`config.mk`:
```
export PLATFORM = sky130hd
export DESIGN_NAME = mem_access_stage_flat
export DESIGN_NICKNAME = d
export VERILOG_FILES = /design/src/rtl/mem_pkg.sv /design/src/rtl/mem_bus_if.sv /design/src/rtl/mem_align_unit.sv /design/src/rtl/mem_access_stage.sv /design/src/flat_wrapper.sv
export SDC_FILE = /design/constraint.sdc
export NUM_CORES = 1
export LEC_CHECK = 0
export ABC_AREA = 1
export ABC_CLOCK_PERIOD_IN_PS = 1700
export CORE_ASPECT_RATIO = 1.1
export CORE_UTILIZATION = 43
export DETAILED_ROUTE_END_ITERATION = 8
export GPL_TIMING_DRIVEN = 0
export HOLD_SLACK_MARGIN = 0.05
export PLACE_DENSITY = 0.83
export SYNTH_ARGS = -nofsm -noshare
export SYNTH_HDL_FRONTEND = slang
export SYNTH_SLANG_ARGS = --single-unit
```
`constraint.sdc`:
```
create_clock -name clk -period 1.7 [get_ports clk]
set_clock_uncertainty 0.15 [all_clocks]
set_input_delay 0.255 -clock clk [delete_from_list [all_inputs] [get_ports clk]]
set_output_delay 0.255 -clock clk [all_outputs]
set_load 0.05 [all_outputs]
```
`src/rtl/mem_pkg.sv`:
```
`default_nettype none
// ============================================================================
// mem_pkg : shared access-mode codes, result-select code and FSM states
// Revision: 1.0
// ============================================================================
package mem_pkg;

    localparam logic [2:0] MODE_B  = 3'b000;
    localparam logic [2:0] MODE_H  = 3'b001;
    localparam logic [2:0] MODE_W  = 3'b010;
    localparam logic [2:0] MODE_BU = 3'b100;
    localparam logic [2:0] MODE_HU = 3'b101;

    localparam logic [1:0] RESULT_SRC_LOAD = 2'b01;

    localparam logic [1:0] SIZE_B = 2'd0;
    localparam logic [1:0] SIZE_H = 2'd1;
    localparam logic [1:0] SIZE_W = 2'd2;

    typedef enum logic [1:0] {
        IDLE = 2'd0,
        REQ  = 2'd1,
        RESP = 2'd2,
        DONE = 2'd3
    } mem_state_t;

    // Any mode that is not an explicit byte or half code behaves as a word.
    function automatic logic [1:0] access_size(input logic [2:0] mode);
        case (mode[1:0])
            2'b00:   access_size = SIZE_B;
            2'b01:   access_size = SIZE_H;
            default: access_size = SIZE_W;
        endcase
    endfunction

endpackage
`default_nettype wire

```
`src/rtl/mem_bus_if.sv`:
```
`default_nettype none
// ============================================================================
// mem_bus_if : request/grant/response data-memory bus
// Revision: 1.0
// ============================================================================
interface mem_bus_if #(
    parameter int DATA_WIDTH = 32
);
    logic                  mem_req;
    logic                  mem_we;
    logic [DATA_WIDTH-1:0] mem_addr;
    logic [DATA_WIDTH-1:0] mem_wdata;
    logic [3:0]            mem_be;
    logic                  mem_gnt;
    logic                  mem_rvalid;
    logic [DATA_WIDTH-1:0] mem_rdata;

    modport master (
        output mem_req, mem_we, mem_addr, mem_wdata, mem_be,
        input  mem_gnt, mem_rvalid, mem_rdata
    );

    modport slave (
        input  mem_req, mem_we, mem_addr, mem_wdata, mem_be,
        output mem_gnt, mem_rvalid, mem_rdata
    );
endinterface
`default_nettype wire

```
`src/rtl/mem_align_unit.sv`:
```
`default_nettype none
// ============================================================================
// mem_align_unit : store lane/byte-enable generation, misalign detection and
//                  load shift/extend (purely combinational)
// Revision: 1.0
// ============================================================================
module mem_align_unit
    import mem_pkg::*;
#(
    parameter int DATA_WIDTH = 32
) (
    input  wire logic [1:0]            addr_lo,
    input  wire logic [2:0]            mode,
    input  wire logic [DATA_WIDTH-1:0] store_data,
    output logic      [3:0]            store_be,
    output logic      [DATA_WIDTH-1:0] store_wdata,
    output logic                       misaligned,
    input  wire logic [1:0]            load_offset,
    input  wire logic [2:0]            load_mode,
    input  wire logic [DATA_WIDTH-1:0] load_word,
    output logic      [DATA_WIDTH-1:0] load_result
);

    logic [1:0]            w_store_size;
    logic [1:0]            w_load_size;
    logic [DATA_WIDTH-1:0] w_shifted;
    logic                  w_sign;

    assign w_store_size = access_size(mode);
    assign w_load_size  = access_size(load_mode);

    always_comb begin
        store_be    = 4'b1111;
        store_wdata = store_data;
        misaligned  = 1'b0;
        case (w_store_size)
            SIZE_B: begin
                store_be    = 4'b0001 << addr_lo;
                store_wdata = {(DATA_WIDTH/8){store_data[7:0]}};
            end
            SIZE_H: begin
                store_be    = 4'b0011 << {addr_lo[1], 1'b0};
                store_wdata = {(DATA_WIDTH/16){store_data[15:0]}};
                misaligned  = addr_lo[0];
            end
            default: begin
                misaligned  = |addr_lo;
            end
        endcase
    end

    // Bring the addressed lane down to bit 0 before extending.
    assign w_shifted = load_word >> {load_offset, 3'b000};
    assign w_sign    = ~load_mode[2];

    always_comb begin
        load_result = w_shifted;
        case (w_load_size)
            SIZE_B:  load_result = {{(DATA_WIDTH-8){w_sign & w_shifted[7]}}, w_shifted[7:0]};
            SIZE_H:  load_result = {{(DATA_WIDTH-16){w_sign & w_shifted[15]}}, w_shifted[15:0]};
            default: load_result = w_shifted;
        endcase
    end

endmodule
`default_nettype wire

```
`src/rtl/mem_access_stage.sv`:
```
`default_nettype none
// ============================================================================
// mem_access_stage : memory-stage load/store unit driving a multi-cycle
//                    request/grant/response bus and stalling the pipeline
// Revision: 1.0
// ============================================================================
module mem_access_stage
    import mem_pkg::*;
#(
    parameter int DATA_WIDTH = 32,
    parameter int WIDTH      = 5
) (
    input  wire logic                  clk,
    input  wire logic                  rst,
    input  wire logic                  RegWriteM,
    input  wire logic [1:0]            ResultSrcM,
    input  wire logic                  MemWriteM,
    input  wire logic [DATA_WIDTH-1:0] ALUResultM,
    input  wire logic [DATA_WIDTH-1:0] WriteDataM,
    input  wire logic [2:0]            modeBUM,
    output logic                       RegWriteMQ,
    output logic      [DATA_WIDTH-1:0] ReadDataM,
    output logic                       StallM,
    output logic                       MisalignM,
    mem_bus_if.master                  bus
);

    // Only a 32-bit, four-lane bus is supported; other builds never start an access.
    localparam logic CFG_OK = (DATA_WIDTH == 32) && (WIDTH > 0);

    mem_state_t            r_state;
    mem_state_t            w_next_state;

    logic                  r_we;
    logic [DATA_WIDTH-1:0] r_addr;
    logic [DATA_WIDTH-1:0] r_wdata;
    logic [3:0]            r_be;
    logic [1:0]            r_offset;
    logic [2:0]            r_mode;

    logic                  w_access;
    logic                  w_misaligned;
    logic                  w_start;
    logic [3:0]            w_store_be;
    logic [DATA_WIDTH-1:0] w_store_wdata;
    logic [DATA_WIDTH-1:0] w_load_result;

    mem_align_unit #(
        .DATA_WIDTH (DATA_WIDTH)
    ) u_align (
        .addr_lo     (ALUResultM[1:0]),
        .mode        (modeBUM),
        .store_data  (WriteDataM),
        .store_be    (w_store_be),
        .store_wdata (w_store_wdata),
        .misaligned  (w_misaligned),
        .load_offset (r_offset),
        .load_mode   (r_mode),
        .load_word   (bus.mem_rdata),
        .load_result (w_load_result)
    );

    assign w_access = MemWriteM | (ResultSrcM == RESULT_SRC_LOAD);
    assign w_start  = w_access & ~w_misaligned & CFG_OK;

    always_ff @(posedge clk) begin
        if (rst) begin
            r_state <= IDLE;
        end else begin
            r_state <= w_next_state;
        end
    end

    always_comb begin
        w_next_state = r_state;
        StallM       = 1'b0;
        MisalignM    = 1'b0;
        case (r_state)
            IDLE: begin
                MisalignM = w_access & w_misaligned;
                if (w_start) begin
                    StallM       = 1'b1;
                    w_next_state = REQ;
                end
            end
            REQ: begin
                StallM = 1'b1;
                if (bus.mem_gnt) begin
                    w_next_state = r_we ? DONE : RESP;
                end
            end
            RESP: begin
                StallM = 1'b1;
                if (bus.mem_rvalid) begin
                    w_next_state = DONE;
                end
            end
            DONE: begin
                w_next_state = IDLE;
            end
            default: begin
                w_next_state = IDLE;
            end
        endcase
        if (rst) begin
            StallM    = 1'b0;
            MisalignM = 1'b0;
        end
    end

    // A misaligned access must not write its destination register.
    assign RegWriteMQ = RegWriteM & ~MisalignM;

    always_ff @(posedge clk) begin
        if (rst) begin
            r_we      <= 1'b0;
            r_addr    <= '0;
            r_wdata   <= '0;
            r_be      <= 4'b0000;
            r_offset  <= 2'b00;
            r_mode    <= 3'b000;
            ReadDataM <= '0;
        end else begin
            if (r_state == IDLE && w_start) begin
                r_we     <= MemWriteM;
                r_addr   <= {ALUResultM[DATA_WIDTH-1:2], 2'b00};
                r_wdata  <= MemWriteM ? w_store_wdata : '0;
                r_be     <= MemWriteM ? w_store_be : 4'b1111;
                r_offset <= ALUResultM[1:0];
                r_mode   <= modeBUM;
            end
            if (r_state == RESP && bus.mem_rvalid) begin
                ReadDataM <= w_load_result;
            end
        end
    end

    assign bus.mem_req   = (r_state == REQ);
    assign bus.mem_we    = r_we;
    assign bus.mem_addr  = r_addr;
    assign bus.mem_wdata = r_wdata;
    assign bus.mem_be    = r_be;

endmodule
`default_nettype wire

```
`src/flat_wrapper.sv`:
```
// flat-port wrapper written by rule: the top's interface ports become plain ports
module mem_access_stage_flat import mem_pkg::*;
#(
    parameter int DATA_WIDTH = 32,
    parameter int WIDTH      = 5
)
  (clk, rst, RegWriteM, ResultSrcM, MemWriteM, ALUResultM, WriteDataM, modeBUM, RegWriteMQ, ReadDataM, StallM, MisalignM, bus_mem_req, bus_mem_we, bus_mem_addr, bus_mem_wdata, bus_mem_be, bus_mem_gnt, bus_mem_rvalid, bus_mem_rdata);
  mem_bus_if #(.DATA_WIDTH(DATA_WIDTH)) bus_i ();
  input  wire logic clk;
  input  wire logic rst;
  input  wire logic RegWriteM;
  input  wire logic [1:0] ResultSrcM;
  input  wire logic MemWriteM;
  input  wire logic [DATA_WIDTH-1:0] ALUResultM;
  input  wire logic [DATA_WIDTH-1:0] WriteDataM;
  input  wire logic [2:0] modeBUM;
  output logic RegWriteMQ;
  output logic      [DATA_WIDTH-1:0] ReadDataM;
  output logic StallM;
  output logic MisalignM;
  output wire logic [$bits(bus_i.mem_req)-1:0] bus_mem_req;
  output wire logic [$bits(bus_i.mem_we)-1:0] bus_mem_we;
  output wire logic [$bits(bus_i.mem_addr)-1:0] bus_mem_addr;
  output wire logic [$bits(bus_i.mem_wdata)-1:0] bus_mem_wdata;
  output wire logic [$bits(bus_i.mem_be)-1:0] bus_mem_be;
  input wire logic [$bits(bus_i.mem_gnt)-1:0] bus_mem_gnt;
  input wire logic [$bits(bus_i.mem_rvalid)-1:0] bus_mem_rvalid;
  input wire logic [$bits(bus_i.mem_rdata)-1:0] bus_mem_rdata;
  assign bus_mem_req = bus_i.mem_req;
  assign bus_mem_we = bus_i.mem_we;
  assign bus_mem_addr = bus_i.mem_addr;
  assign bus_mem_wdata = bus_i.mem_wdata;
  assign bus_mem_be = bus_i.mem_be;
  assign bus_i.mem_gnt = bus_mem_gnt;
  assign bus_i.mem_rvalid = bus_mem_rvalid;
  assign bus_i.mem_rdata = bus_mem_rdata;
  mem_access_stage #(.DATA_WIDTH(DATA_WIDTH), .WIDTH(WIDTH)) u_core (.clk(clk), .rst(rst), .RegWriteM(RegWriteM), .ResultSrcM(ResultSrcM), .MemWriteM(MemWriteM), .ALUResultM(ALUResultM), .WriteDataM(WriteDataM), .modeBUM(modeBUM), .RegWriteMQ(RegWriteMQ), .ReadDataM(ReadDataM), .StallM(StallM), .MisalignM(MisalignM), .bus(bus_i));
endmodule
```
---- After elaboration in Yosys (flattened, before gate mapping) ----
Index checks and enable logic that the tools add are counted.
storage, ports and cells
  register bits after elaboration ......... 106
  bits in latches ......................... 0
  memory bits (writable) .................. 0
  memory bits (read-only) ................. 0
  input port bits ......................... 107
  output and inout port bits .............. 105
  memories kept ........................... 0
operators by class
  add/sub/neg operators ................... 0
  multiply operators ...................... 0
  divide/modulo/power cells ............... 0
  magnitude comparators ................... 0
  equality and inequality tests ........... 11
  shift-type cells ........................ 3
  mux-type cells .......................... 18
  bitwise logic cells ..................... 9
  reductions and logical operators ........ 10
operator list
  cell                                              number
  case mux 32 bit (2 select lines)                  2
  2-to-1 mux 32 bit                                 1
  >> shifter 32 x 5 -> 32 bit                       1
  == test 2 x 1 -> 1 bit (second input constant)    6
  logical NOT 2 bit                                 5
  case mux 2 bit (2 select lines)                   2
  case mux 2 bit (4 select lines)                   1
  case mux 4 bit (2 select lines)                   1
  2-to-1 mux 2 bit                                  3
  AND 1 bit                                         5
  2-to-1 mux 1 bit                                  5
  == test 2 bit (second input constant)             2
  2-to-1 mux 4 bit                                  1
  != test 2 x 1 -> 1 bit (second input constant)    2
  case mux 1 bit (2 select lines)                   2
  OR reduction 2 bit                                2
  << shifter 1 x 2 -> 4 bit (first input constant)  1
  << shifter 2 x 2 -> 4 bit (first input constant)  1
  NOT 1 bit                                         3
  AND reduction 3 bit                               1
  logical AND 1 bit                                 2
  != test 2 bit (second input constant)             1
  OR 1 bit                                          1

---- Logic depth before layout (Yosys ltp) ----
  depth after elaboration ................. 9
  depth in mapped cells ................... 10
  gate-level depth less buffers ........... 9

---- Modules after synthesis ----
Synthesis repeated with hierarchy kept, for this count alone.
second synthesis, totals
  cells, all modules ...................... 773
  area, all modules ....................... 5376.4 um^2
modules (own cells, without submodules)
  module            instances  cells an instance  area each (um^2)  sequential area each (um^2)
  mem_access_stage  1          505                4027.6            2122.0
  mem_align_unit    1          268                1348.8            0.0

---- Worst setup path after synthesis ----
OpenSTA, ideal clock, no wires.
  path type ............................... flip-flop to output port
  from .................................... register u_core.r_state[0]
  to ...................................... output StallM
  data arrival time ....................... 2.160 ns
  setup slack ............................. -0.865 ns
  cell stages (with the launch flop) ...... 6
  cell sequence ........................... dfxtp_1 inv_1 ha_1 nand3_4 buf_2 a211oi_1
on the way
  longest elaborated chain between the ends .. 4
  elaborated cells on any way between the ends .. 6
  classes of those cells .................. 2 x eq/ne; 2 x mux; 2 x reduce/logical
RTL lines
  element                                                  line                     source
  start: declaration                                       mem_access_stage.sv:31   mem_state_t r_state;
  start signal: assignment                                 mem_access_stage.sv:70   r_state <= w_next_state;
  == test 2 x 1 -> 1 bit or == test 2 bit (tied branches)  mem_access_stage.sv:78   case (r_state)
  OR reduction 2 bit (no line)                             --
  case mux 1 bit (2 select lines) (*)                      mem_access_stage.sv:78
  2-to-1 mux 1 bit (*)                                     mem_access_stage.sv:105  if (rst) begin
  end: declaration                                         flat_wrapper.sv:19       output logic StallM;
Mark *: on every way between the ends. The rest lies on a longest branch, timed or not.

---- Final worst setup path ----
  from .................................... input ResultSrcM[0]
  to ...................................... output StallM
on the way
  longest elaborated chain between the ends .. 6
RTL lines
  element                          line                     source
  start: declaration               flat_wrapper.sv:12       input wire logic [1:0] ResultSrcM;
  == test 2 x 1 -> 1 bit           mem_access_stage.sv:63   assign w_access = MemWriteM | (ResultSrcM == RESULT_SRC_LOAD);
  OR 1 bit                         mem_access_stage.sv:63
  AND 1 bit                        mem_access_stage.sv:64   assign w_start = w_access & ~w_misaligned & CFG_OK;
  2-to-1 mux 1 bit                 mem_access_stage.sv:81   if (w_start) begin
  case mux 1 bit (2 select lines)  mem_access_stage.sv:78
  2-to-1 mux 1 bit                 mem_access_stage.sv:105
Every way passes these cells.

==> results_dict.tcl <==
set metrics [dict create \
    r2r_cells 8 \
    post-route-worst-setup-slack_ns -0.297 \
    synth-compound-area-share_pct 14.6 \
    arrival_ns 1.59 \
    num_vias 5763 \
    syn_inst 780 \
    grt_start_max_net_pins 18 \
    violations "setup timing" \
    row_count 41 \
    switching_share_pct 44.2 \
    drv_slew 0 \
    synth-xor-area-share_pct 0 \
    worstHoldPathType "input pin to flop" \
    max_freq_mhz 501 \
    syn_area_um2 5110 \
    cts_tree "built" \
    cts_max_level 3 \
    cts_hold_buf 0 \
    p_total_mw 10.3 \
    seq_area_frac_synth_pct 41.5 \
    hold_ws_ns 0.179 \
    antenna_found_initial 1 \
    worstPathRequired_ns 1.29 \
    design_area_um2 7800 \
    period_minus_slack_ns 2.00 \
    critPathLaunchType "input pin" \
    die_area_um2 12300 \
    io_buffers 208 \
    p_leak_nw 3.87 \
    cts_buffers 9 \
    synth_simple_gate_area_share_pct 30.6 \
    layout-drive-gt1-share_pct 9.73 \
    layout_common_cells "226 x nand2_1, 104 x dfxtp_1, 101 x dlygate4sd2_1, 100 x clkdlybuf4s50_1, 86 x nor2_1" \
    relSlewSlack_pct 62.8 \
    drtIter0Drc 323 \
    die_w_um 106 \
    die-height_um 116 \
    initial_utilization_pct 44.3 \
    synth.area.mux_share_pct 0 \
    first_pass_iters 5 \
    synthAdderAreaFrac_pct 1.22 \
    clk_latency_ns 0.35 \
    seqPwrFrac_pct 31.0 \
    grt_pass1_wl_um 25000 \
    grt_overflow 0 \
    worst_slew_pin_slew_ns 0.558 \
    p_per_area_nw_per_um2 1320 \
    synth_top_family_by_area "simple AND/OR/NAND/NOR gates" \
    pin_count 212 \
    synthDistinctLibCells 30 \
    crit_fanout 3 \
    drc 0 \
    area_growth_syn_to_layout_pct 52.6 \
    nets 1124 \
    hpwl_um 12400 \
    setup_viol 3 \
    grt_pass1_vias 5091 \
    cts-root-buf "clkbuf_16" \
    core_um2 11500 \
    placed_area_um2 7430 \
    cts_num_sinks 106 \
    outcome "finished, violations left" \
    crit_type "input pin to output port" \
    avgSynthCellArea_um2 6.55 \
    wl_per_cell_um 14.1 \
    grtUsageTotal_pct 26.1 \
    final_common_cell "nand2_1" \
    max-clock-path-buffers 2 \
    fin_setup_tns_ns -0.716 \
    critPathCaptureType "output port" \
    rsz0062_at_grt "yes" \
    internal_power_mw 5.72 \
    switchingPower_mw 4.54 \
    peakVddDrop_mv 0.550 \
    yosysWarnings 0 \
    clock_power_share_pct 20.4 \
    antenna_left 0 \
    min_path_cells 3 \
    routed_via_density 4.93 \
    period_share_pct 117 \
    place_ws_ns -1.26 \
    maxCapViolCount 0 \
    ys_ff_latch 106 \
    clk_pin_slew_ns 0.07 \
    drt-total-wl_um 16500 \
    hold_viol_final 0 \
    combPwrFrac_pct 48.6 \
    gp_congestion 0.942 \
]
## cell usage after synthesis, drive strengths merged
cell type / number / area share [%]
clkbuf: 14 / 1.1
dfxtp: 106 / 42
ha: 5 / 1.2
nand3: 53 / 5.6
a21oi: 84 / 8.2
nor2: 90 / 6.7
inv: 93 / 6.9
a31oi: 8 / 0.98
a211oi: 1 / 0.15
or2: 2 / 0.24
nand3b: 1 / 0.15
o211ai: 7 / 1.0
o21ai: 39 / 3.8
o22ai: 3 / 0.37
nand2: 231 / 17
conb: 1 / 0.073
buf: 35 / 4.1
nand4: 1 / 0.12
nor3: 6 / 0.59
## registers in the layout, summed over array words and instances (netlist names)
signal and cells:
u_core.r_offset 2, u_core.bus.mem_be 4, u_core.bus.mem_addr 30, u_core.r_state 2, u_core.bus.mem_we 1, u_core.r_mode 3
u_core.bus.mem_wdata 32, u_core.ReadDataM 32
## power by group through the flow
| stage | clock (mW) | sequential (mW) | combinational, mW |
|---|---|---|---|
| 6_report | 2.09 | 3.18 | 4.99 |
| 5_1_grt | 2.21 | 3.23 | 5.35 |
| 4_1_cts | 2.11 | 3.18 | 4.80 |
| 3_5_place_dp | 0 | 3.25 | 4.91 |
| 3_3_place_gp | 0 | 3.22 | 4.87 |
| 2_1_floorplan | 0 | 4.62 | 1.92 |
## per-layer routing
metal	track usage [%]	routed length (um)	vias up
met5	0	0	-
met3	6.14	1510	48
met4	12.9	590	0
met1	31.1	6540	2538
li1	-	-	2910
met2	44.4	7870	267
## cells by family (layout without fill, tap and decap cells)
family	count (synthesis)	count (layout)
AND/OR/NAND/NOR	384	384
flip-flops	106	106
adder cells (fa/ha/maj)	5	5
buffers and inverters	142	378
other	1	3
AO/OA/AOI/OAI	142	142
## area by class of cell
cell class                      count  area, um^2
Antenna cell                        1        2.50
Sequential cell                   106        2130
Tap cell                          150         188
Inverter                           93         357
Clock inverter                      6        65.1
Buffer                             49         313
Clock buffer                       10         229
Timing Repair Buffer              220        2060
Fill cell                        1040        3740
Multi-Input combinational cell    533        2460
## final timing paths
| kind | start | slack, ns | end |
|---|---|---|---|
| worst max-delay path | ResultSrcM[0] | -0.30 | StallM |
| worst min-delay path | MemWriteM | 0.18 | u_core.bus.mem_we$_SDFFE_PP0P_ |
| worst max register to register | u_core.r_state[1]$_SDFFE_PP0P_ | 0.08 | u_core.bus.mem_wdata[24]$_SDFFE_PP0P_ |
| worst min register to register | u_core.bus.mem_addr[29]$_SDFFE_PP0P_ | 0.29 | u_core.bus.mem_addr[29]$_SDFFE_PP0P_ |
## worst max-delay path, cell delays in order
cell	delay (ns)
clkdlybuf4s50_1	0.46
nand2_1	0.09
nand2_2	0.14
nand3_4	0.11
buf_8	0.14
a211oi_4	0.21
buf_6	0.20
## repair_timing
action	CTS	global route
resized for setup	138	39
setup buffers	9	3
cloned	0	0
pin swaps	5	4
hold endpoints to repair	0	0
setup endpoints to repair	145	46
## metrics by stage
step,utilization (%),instances
after global placement,64.4,1139
after CTS,66.6,1164
after floorplan,-,781
after global routing,67.6,1168
after detailed placement,64.4,1139
final,67.6,1168
Power figures use the tool's default switching activity.
